File: src/rtl/ex_issue_pkg.sv
// Shared types and constants for the EX-stage issue driver.
// Operator encodings mirror cv32e40p_pkg so this slice builds on its own.
package ex_issue_pkg;

  localparam int ALU_OP_WIDTH    = 7;
  localparam int MUL_OP_WIDTH    = 3;
  localparam int LAT_WIDTH       = 6;
  localparam int DEFAULT_TIMEOUT = 40;

  localparam logic [ALU_OP_WIDTH-1:0] ALU_ADD  = 7'b0011000;
  localparam logic [ALU_OP_WIDTH-1:0] ALU_SUB  = 7'b0011001;
  localparam logic [ALU_OP_WIDTH-1:0] ALU_DIVU = 7'b0110000;

  localparam logic [MUL_OP_WIDTH-1:0] MUL_MAC32 = 3'b000;
  localparam logic [MUL_OP_WIDTH-1:0] MUL_I     = 3'b010;
  localparam logic [MUL_OP_WIDTH-1:0] MUL_H     = 3'b110;

  typedef enum logic [1:0] {
    ST_IDLE  = 2'd0,
    ST_ISSUE = 2'd1,
    ST_WAIT  = 2'd2
  } ex_issue_state_e;

  typedef enum logic {
    CMD_ALU  = 1'b0,
    CMD_MULT = 1'b1
  } ex_cmd_kind_e;

  typedef struct packed {
    ex_cmd_kind_e            kind;
    logic [ALU_OP_WIDTH-1:0] op;
    logic [31:0]             a;
    logic [31:0]             b;
    logic [31:0]             c;
    logic [5:0]              waddr;
    logic                    we;
  } ex_cmd_t;

  // Latency counter increment that sticks at all-ones instead of wrapping.
  function automatic logic [LAT_WIDTH-1:0] lat_inc(input logic [LAT_WIDTH-1:0] v);
    return (&v) ? v : v + 1'b1;
  endfunction

endpackage

File: src/rtl/ex_issue_fifo.sv
// Synchronous command FIFO with wrap-around pointers; the extra pointer bit
// distinguishes full from empty when the index bits match.
module ex_issue_fifo
  import ex_issue_pkg::*;
#(
  parameter int DEPTH = 4
) (
  input  logic    clk,
  input  logic    rst,
  input  logic    push_i,
  input  ex_cmd_t wdata_i,
  input  logic    pop_i,
  output ex_cmd_t rdata_o,
  output logic    full_o,
  output logic    empty_o
);

  localparam int AW = $clog2(DEPTH);

  ex_cmd_t       mem_q [DEPTH];
  logic [AW:0]   wptr_q, wptr_d;
  logic [AW:0]   rptr_q, rptr_d;
  logic          do_push, do_pop;

  assign empty_o = (wptr_q == rptr_q);
  assign full_o  = (wptr_q[AW] != rptr_q[AW]) && (wptr_q[AW-1:0] == rptr_q[AW-1:0]);
  assign do_push = push_i & ~full_o;
  assign do_pop  = pop_i & ~empty_o;
  assign rdata_o = mem_q[rptr_q[AW-1:0]];

  always_comb begin
    wptr_d = wptr_q;
    rptr_d = rptr_q;
    if (do_push) wptr_d = wptr_q + 1'b1;
    if (do_pop)  rptr_d = rptr_q + 1'b1;
  end

  always_ff @(posedge clk or posedge rst) begin
    if (rst) begin
      wptr_q <= '0;
      rptr_q <= '0;
    end else begin
      wptr_q <= wptr_d;
      rptr_q <= rptr_d;
    end
  end

  // Storage needs no reset: the pointers alone define which entries are live.
  always_ff @(posedge clk) begin
    if (do_push) mem_q[wptr_q[AW-1:0]] <= wdata_i;
  end

endmodule

File: src/rtl/ex_issue_ctrl.sv
// Issue-side driver for the EX stage: queues ALU/MULT commands, presents them
// through the ex_ready handshake and times the ex_valid completion.
module ex_issue_ctrl
  import ex_issue_pkg::*;
#(
  parameter int DEPTH   = 4,
  parameter int TIMEOUT = DEFAULT_TIMEOUT
) (
  input  logic        clk,
  input  logic        rst,
  input  logic        cmd_valid_i,
  output logic        cmd_ready_o,
  input  logic        cmd_kind_i,
  input  logic [6:0]  cmd_op_i,
  input  logic [31:0] cmd_a_i,
  input  logic [31:0] cmd_b_i,
  input  logic [31:0] cmd_c_i,
  input  logic [5:0]  cmd_waddr_i,
  input  logic        cmd_we_i,
  output logic        alu_en_o,
  output logic        mult_en_o,
  output logic [6:0]  alu_operator_o,
  output logic [2:0]  mult_operator_o,
  output logic [31:0] alu_operand_a_o,
  output logic [31:0] alu_operand_b_o,
  output logic [31:0] alu_operand_c_o,
  output logic [31:0] mult_operand_a_o,
  output logic [31:0] mult_operand_b_o,
  output logic [5:0]  regfile_alu_waddr_o,
  output logic        regfile_alu_we_o,
  input  logic        ex_ready_i,
  input  logic        ex_valid_i,
  output logic        rsp_valid_o,
  output logic [5:0]  rsp_latency_o,
  output logic [5:0]  rsp_waddr_o,
  output logic        timeout_o,
  output logic        busy_o
);

  ex_issue_state_e state_q, state_d;
  logic            alu_en_q, alu_en_d, mult_en_q, mult_en_d;
  logic [6:0]      alu_op_q, alu_op_d;
  logic [2:0]      mult_op_q, mult_op_d;
  logic [31:0]     alu_a_q, alu_a_d, alu_b_q, alu_b_d, alu_c_q, alu_c_d;
  logic [31:0]     mult_a_q, mult_a_d, mult_b_q, mult_b_d;
  logic [5:0]      waddr_q, waddr_d;
  logic            we_q, we_d;
  logic [LAT_WIDTH-1:0] cnt_q, cnt_d;
  logic            rsp_valid_q, rsp_valid_d;
  logic [5:0]      rsp_lat_q, rsp_lat_d, rsp_waddr_q, rsp_waddr_d;
  logic            timeout_q, timeout_d;

  ex_cmd_t fifo_wdata, head;
  logic    fifo_push, fifo_pop, fifo_full, fifo_empty, done;

  assign cmd_ready_o = ~fifo_full & ~rst;
  assign fifo_push   = cmd_valid_i & cmd_ready_o;
  assign fifo_wdata  = '{kind: ex_cmd_kind_e'(cmd_kind_i), op: cmd_op_i, a: cmd_a_i,
                         b: cmd_b_i, c: cmd_c_i, waddr: cmd_waddr_i, we: cmd_we_i};

  ex_issue_fifo #(.DEPTH(DEPTH)) u_fifo (
    .clk     (clk),
    .rst     (rst),
    .push_i  (fifo_push),
    .wdata_i (fifo_wdata),
    .pop_i   (fifo_pop),
    .rdata_o (head),
    .full_o  (fifo_full),
    .empty_o (fifo_empty)
  );

  always_comb begin
    state_d     = state_q;
    alu_en_d    = alu_en_q;
    mult_en_d   = mult_en_q;
    alu_op_d    = alu_op_q;
    mult_op_d   = mult_op_q;
    alu_a_d     = alu_a_q;
    alu_b_d     = alu_b_q;
    alu_c_d     = alu_c_q;
    mult_a_d    = mult_a_q;
    mult_b_d    = mult_b_q;
    waddr_d     = waddr_q;
    we_d        = we_q;
    cnt_d       = cnt_q;
    rsp_valid_d = 1'b0;
    rsp_lat_d   = rsp_lat_q;
    rsp_waddr_d = rsp_waddr_q;
    timeout_d   = timeout_q;
    fifo_pop    = 1'b0;
    done        = 1'b0;

    case (state_q)
      ST_IDLE: begin
        if (!fifo_empty) fifo_pop = 1'b1;
      end
      ST_ISSUE: begin
        if (ex_ready_i) begin
          if (ex_valid_i) begin
            rsp_valid_d = 1'b1;
            rsp_lat_d   = '0;
            rsp_waddr_d = waddr_q;
            done        = 1'b1;
          end else begin
            alu_en_d  = 1'b0;
            mult_en_d = 1'b0;
            cnt_d     = '0;
            state_d   = ST_WAIT;
          end
        end
      end
      ST_WAIT: begin
        if (ex_valid_i) begin
          rsp_valid_d = 1'b1;
          rsp_lat_d   = lat_inc(cnt_q);
          rsp_waddr_d = waddr_q;
          done        = 1'b1;
        end else if (cnt_q == LAT_WIDTH'(TIMEOUT - 1)) begin
          timeout_d = 1'b1;
          done      = 1'b1;
        end else begin
          cnt_d = lat_inc(cnt_q);
        end
      end
      default: state_d = ST_IDLE;
    endcase

    if (done) begin
      if (!fifo_empty) begin
        fifo_pop = 1'b1;
      end else begin
        state_d   = ST_IDLE;
        alu_en_d  = 1'b0;
        mult_en_d = 1'b0;
      end
    end

    // Popping loads the head into the EX registers; the idle unit sees zeros.
    if (fifo_pop) begin
      state_d   = ST_ISSUE;
      alu_en_d  = (head.kind == CMD_ALU);
      mult_en_d = (head.kind == CMD_MULT);
      alu_op_d  = '0;
      alu_a_d   = '0;
      alu_b_d   = '0;
      alu_c_d   = '0;
      mult_op_d = '0;
      mult_a_d  = '0;
      mult_b_d  = '0;
      if (head.kind == CMD_ALU) begin
        alu_op_d = head.op;
        alu_a_d  = head.a;
        alu_b_d  = head.b;
        alu_c_d  = head.c;
      end else begin
        mult_op_d = head.op[2:0];
        mult_a_d  = head.a;
        mult_b_d  = head.b;
      end
      waddr_d = head.waddr;
      we_d    = head.we;
    end
  end

  always_ff @(posedge clk or posedge rst) begin
    if (rst) begin
      state_q     <= ST_IDLE;
      alu_en_q    <= 1'b0;
      mult_en_q   <= 1'b0;
      alu_op_q    <= '0;
      mult_op_q   <= '0;
      alu_a_q     <= '0;
      alu_b_q     <= '0;
      alu_c_q     <= '0;
      mult_a_q    <= '0;
      mult_b_q    <= '0;
      waddr_q     <= '0;
      we_q        <= 1'b0;
      cnt_q       <= '0;
      rsp_valid_q <= 1'b0;
      rsp_lat_q   <= '0;
      rsp_waddr_q <= '0;
      timeout_q   <= 1'b0;
    end else begin
      state_q     <= state_d;
      alu_en_q    <= alu_en_d;
      mult_en_q   <= mult_en_d;
      alu_op_q    <= alu_op_d;
      mult_op_q   <= mult_op_d;
      alu_a_q     <= alu_a_d;
      alu_b_q     <= alu_b_d;
      alu_c_q     <= alu_c_d;
      mult_a_q    <= mult_a_d;
      mult_b_q    <= mult_b_d;
      waddr_q     <= waddr_d;
      we_q        <= we_d;
      cnt_q       <= cnt_d;
      rsp_valid_q <= rsp_valid_d;
      rsp_lat_q   <= rsp_lat_d;
      rsp_waddr_q <= rsp_waddr_d;
      timeout_q   <= timeout_d;
    end
  end

  assign alu_en_o            = alu_en_q;
  assign mult_en_o           = mult_en_q;
  assign alu_operator_o      = alu_op_q;
  assign mult_operator_o     = mult_op_q;
  assign alu_operand_a_o     = alu_a_q;
  assign alu_operand_b_o     = alu_b_q;
  assign alu_operand_c_o     = alu_c_q;
  assign mult_operand_a_o    = mult_a_q;
  assign mult_operand_b_o    = mult_b_q;
  assign regfile_alu_waddr_o = waddr_q;
  assign regfile_alu_we_o    = we_q;
  assign rsp_valid_o         = rsp_valid_q;
  assign rsp_latency_o       = rsp_lat_q;
  assign rsp_waddr_o         = rsp_waddr_q;
  assign timeout_o           = timeout_q;
  assign busy_o              = (state_q != ST_IDLE) | ~fifo_empty;

endmodule

File: config.mk
export PLATFORM = sky130hd
export DESIGN_NAME = ex_issue_ctrl
export DESIGN_NICKNAME = d
export VERILOG_FILES = /design/src/rtl/ex_issue_pkg.sv /design/src/rtl/ex_issue_fifo.sv /design/src/rtl/ex_issue_ctrl.sv
export SDC_FILE = /design/constraint.sdc
export NUM_CORES = 1
export LEC_CHECK = 0
export CAP_MARGIN = 10
export CORE_MARGIN = 4
export CORE_UTILIZATION = 55
export DETAILED_ROUTE_END_ITERATION = 10
export GPL_TIMING_DRIVEN = 0
export PLACE_DENSITY = 0.77
export SLEW_MARGIN = 20
export SYNTH_ARGS = -nofsm -noshare
export SYNTH_HDL_FRONTEND = slang
export SYNTH_HIERARCHICAL = 1
export SYNTH_SLANG_ARGS = --single-unit
File: constraint.sdc
create_clock -name clk -period 8.9 [get_ports clk]
set_clock_uncertainty 0.15 [all_clocks]
set_input_delay 1.335 -clock clk [delete_from_list [all_inputs] [get_ports clk]]
set_output_delay 1.335 -clock clk [all_outputs]
set_load 0.05 [all_outputs]
==> flow_summary.toml <==
[status]
status = "completed"

[timing]
period_share_pct = 52.3
max_freq_ghz = 0.215
setup_slack_ps = 4250
fin_crit_ps = 4650
fin_tns_setup_ps = 0
setup-violations-final = 0
drv_slew = 0
maxSlewHeadroom_pct = 24.6
grt_setup_unrepaired = "no"
hold_violations = 0
tightestPinTransition_ps = 1130

[run]
drv_cap = 0

[critical_path]
crit_required_ps = 9270
r2r_slack_ps = 4250
critPathKind = "reg2reg"
r2r-end = "mult_operand_b_o[4]"
worstSetupStartpointType = "flip-flop"
cp-end-kind = "flip-flop"
cp_max_fo = 10
reg2reg_depth = 9
regToRegStartpoint = "u_fifo/rptr_q[1]"
arrival_ps = 5020

[finish]
final_area_um2 = 32100
multi_input_area_um2 = 6370
area_growth_pct = 25.3
regArea_um2 = 18500
final_common_cell = "edfxtp_1"
drive_above_1_share_pct = 22.1
nFillCells = 2866
final_nets = 1900
layout_common_cells = "edfxtp_1 (444), clkdlybuf4s50_1 (310), dfrtp_1 (207)"

[placement]
io_buffers = 310
place_ws_ps = 4130
hpwlAfterDp_um = 36600
place_congestion = 0.783
placed_area_um2 = 29900

[worst_hold_path]
holdPathEnd = "timeout_o"
hp-class = "reg2reg"
hold_depth = 1
min_from = "timeout_o"

[synth]
ys.flop_type = "edfxtp_1"
synth-seq-cells = 651
synth_top_family_by_area = "multiplexers"
synth_area_um2 = 25600
ys_types = 51
synth-async-reset-ratio_pct = 31.8
syn_inst = 1379
yosys-mux-area-fraction_pct = 18.3
synthAdderAreaFrac_pct = 0.488
syn_nets = 1505
avgSynthCellArea_um2 = 18.6
ys_warn_count = 6
synth_edf_count = 444
synth_compound_area_share_pct = 1.03
ys_seq_area_share_pct = 72.2
yosys.area_share.simple_pct = 4.46
synthXorXnorAreaFrac_pct = 0.434

[pwr]
p_per_area_nw_per_um2 = 390
p_leak_uw = 0.0122
ir_drop_v = 0.000288

[cts]
clk_latency_ps = 600
cts_resized = 0
ctsHoldBuffers = 0
cts_max_level = 3
clockBufferDepth = 3
cts_tree = "yes"
cts_root_buf = "clkbuf_16"
cts.clk_slew.worst_paths_ps = 60
numClockSinks = 651
post_cts_buffers = 0
cts_buffers = 68

[die]
die_h_um = 224
dieWidth_um = 224
rows = 78
boundaryPins = 311
start_util_pct = 56.0
dieArea_um2 = 50100
core_area_um2 = 45800

[routing]
drc = 0
vias_per_cell = 5.52
firstDrtPassIters = 4
drtIter0Drc = 798
wl_um = 55900
wl_per_cell_um = 23.0
postRouteAntennaNets = 0
vias = 13423

[grt]
grt_max_degree = 77
grt_first_pass_wirelength_um = 85200
grt_pass1_vias = 14298
grt_overflow = 0
antenna_found_initial = 6
grtUsageTotal_pct = 22.4
## worst max-delay path, stage by stage, from the launching register on
cell and delay [ps]:
dfrtp_1 350, buf_2 280, clkbuf_1 560, mux4_2 320
clkbuf_1 830, buf_2 420, buf_1 760, clkbuf_1 580
nand2_1 140, mux2i_1 160
## per-stage QoR
stage | hold WS [ps] | utilization, % | power (uW) | std cells
finish | 334 | 70.2 | 12500 | 2431
global route | 363 | 70.2 | 13100 | 2430
CTS | 332 | 70.2 | 12700 | 2430
detailed placement | 313 | 65.4 | 9850 | 2304
global placement | 324 | 64.5 | 9730 | 2289
floorplan | 364 | - | 8170 | 1379
## worst max-delay path by stage
stage                                 from                   to  slack [ps]  cells after the start
final                     u_fifo/rptr_q[1]  mult_operand_b_o[4]        4250                      9
after global routing      u_fifo/rptr_q[1]   mult_operator_o[0]        4040                      9
after CTS                 u_fifo/rptr_q[1]  mult_operand_b_o[4]        4100                      9
after detailed placement  u_fifo/rptr_q[1]  mult_operand_b_o[4]        4130                      9
after global placement                 rst   alu_operand_b_o[9]       -1230                      2
after floorplan                        rst             alu_en_o        1930                      1
## final cells by class
cell class | instances | share of cell area (%)
Inverter | 80 | 0.958
Clock buffer | 95 | 6.06
Antenna cell | 1 | 0.00779
Timing Repair Buffer | 325 | 10.9
Sequential cell | 651 | 57.6
Buffer | 70 | 1.51
Clock inverter | 31 | 0.763
Multi-Input combinational cell | 578 | 19.8
Tap cell | 600 | 2.34
## kinds of logic after synthesis
logic type,count (synthesis)
AO/OA/AOI/OAI,37
XOR/XNOR,11
adder cells (fa/ha/maj),10
buffers and inverters,150
flip-flops,651
multiplexers,304
AND/OR/NAND/NOR,216
## registers in the layout, summed over array words and instances (netlist names), 7 cells and up
| name | count |
|---|---|
| alu_operand_c_o | 32 |
| alu_operand_b_o | 32 |
| alu_operator_o | 7 |
| alu_operand_a_o | 32 |
| mult_operand_b_o | 32 |
| mult_operand_a_o | 32 |
| u_fifo/mem_q | 444 |
## report_power, final
part	internal [uW]	total (uW)	switching, uW
logic	2360	5560	3200
clock network	1620	2760	1140
registers	3910	4190	284
## synth_stat cells (2+ instances only)
cell type	instances	share of area, %
and3_1	6	0.15
buf_4	9	0.26
nor2_1	9	0.13
edfxtp_1	444	52
xnor2_1	5	0.17
xor2_1	4	0.14
clkbuf_1	24	0.35
nand2b_1	2	0.049
o2bb2ai_1	3	0.10
ha_1	10	0.49
mux2_2	91	4.0
o21ai_0	4	0.078
mux4_2	111	9.7
mux2_4	31	1.8
buf_8	3	0.18
nand3_1	3	0.059
mux2i_1	71	2.8
nand2_1	78	1.1
o31ai_1	5	0.15
or2_2	2	0.049
a21oi_1	10	0.20
buf_6	16	0.70
a211oi_1	2	0.059
nor2b_1	103	2.5
a21boi_0	2	0.059
dfrtp_1	207	20
and2_1	2	0.049
nor3_1	5	0.098
buf_2	16	0.31
inv_1	80	1.2
## layer usage
| layer | track usage, % | vias up | wire length [um] | share of wire [%] |
|---|---|---|---|---|
| met5 | 0 | - | 51 | 0.091 |
| met4 | 7.14 | 8 | 1600 | 2.9 |
| met3 | 5.07 | 120 | 3190 | 5.7 |
| met2 | 37.5 | 356 | 28300 | 51 |
| met1 | 29.8 | 6973 | 22800 | 41 |
| li1 | - | 5966 | - | - |
(Power assumes the default switching activity.)
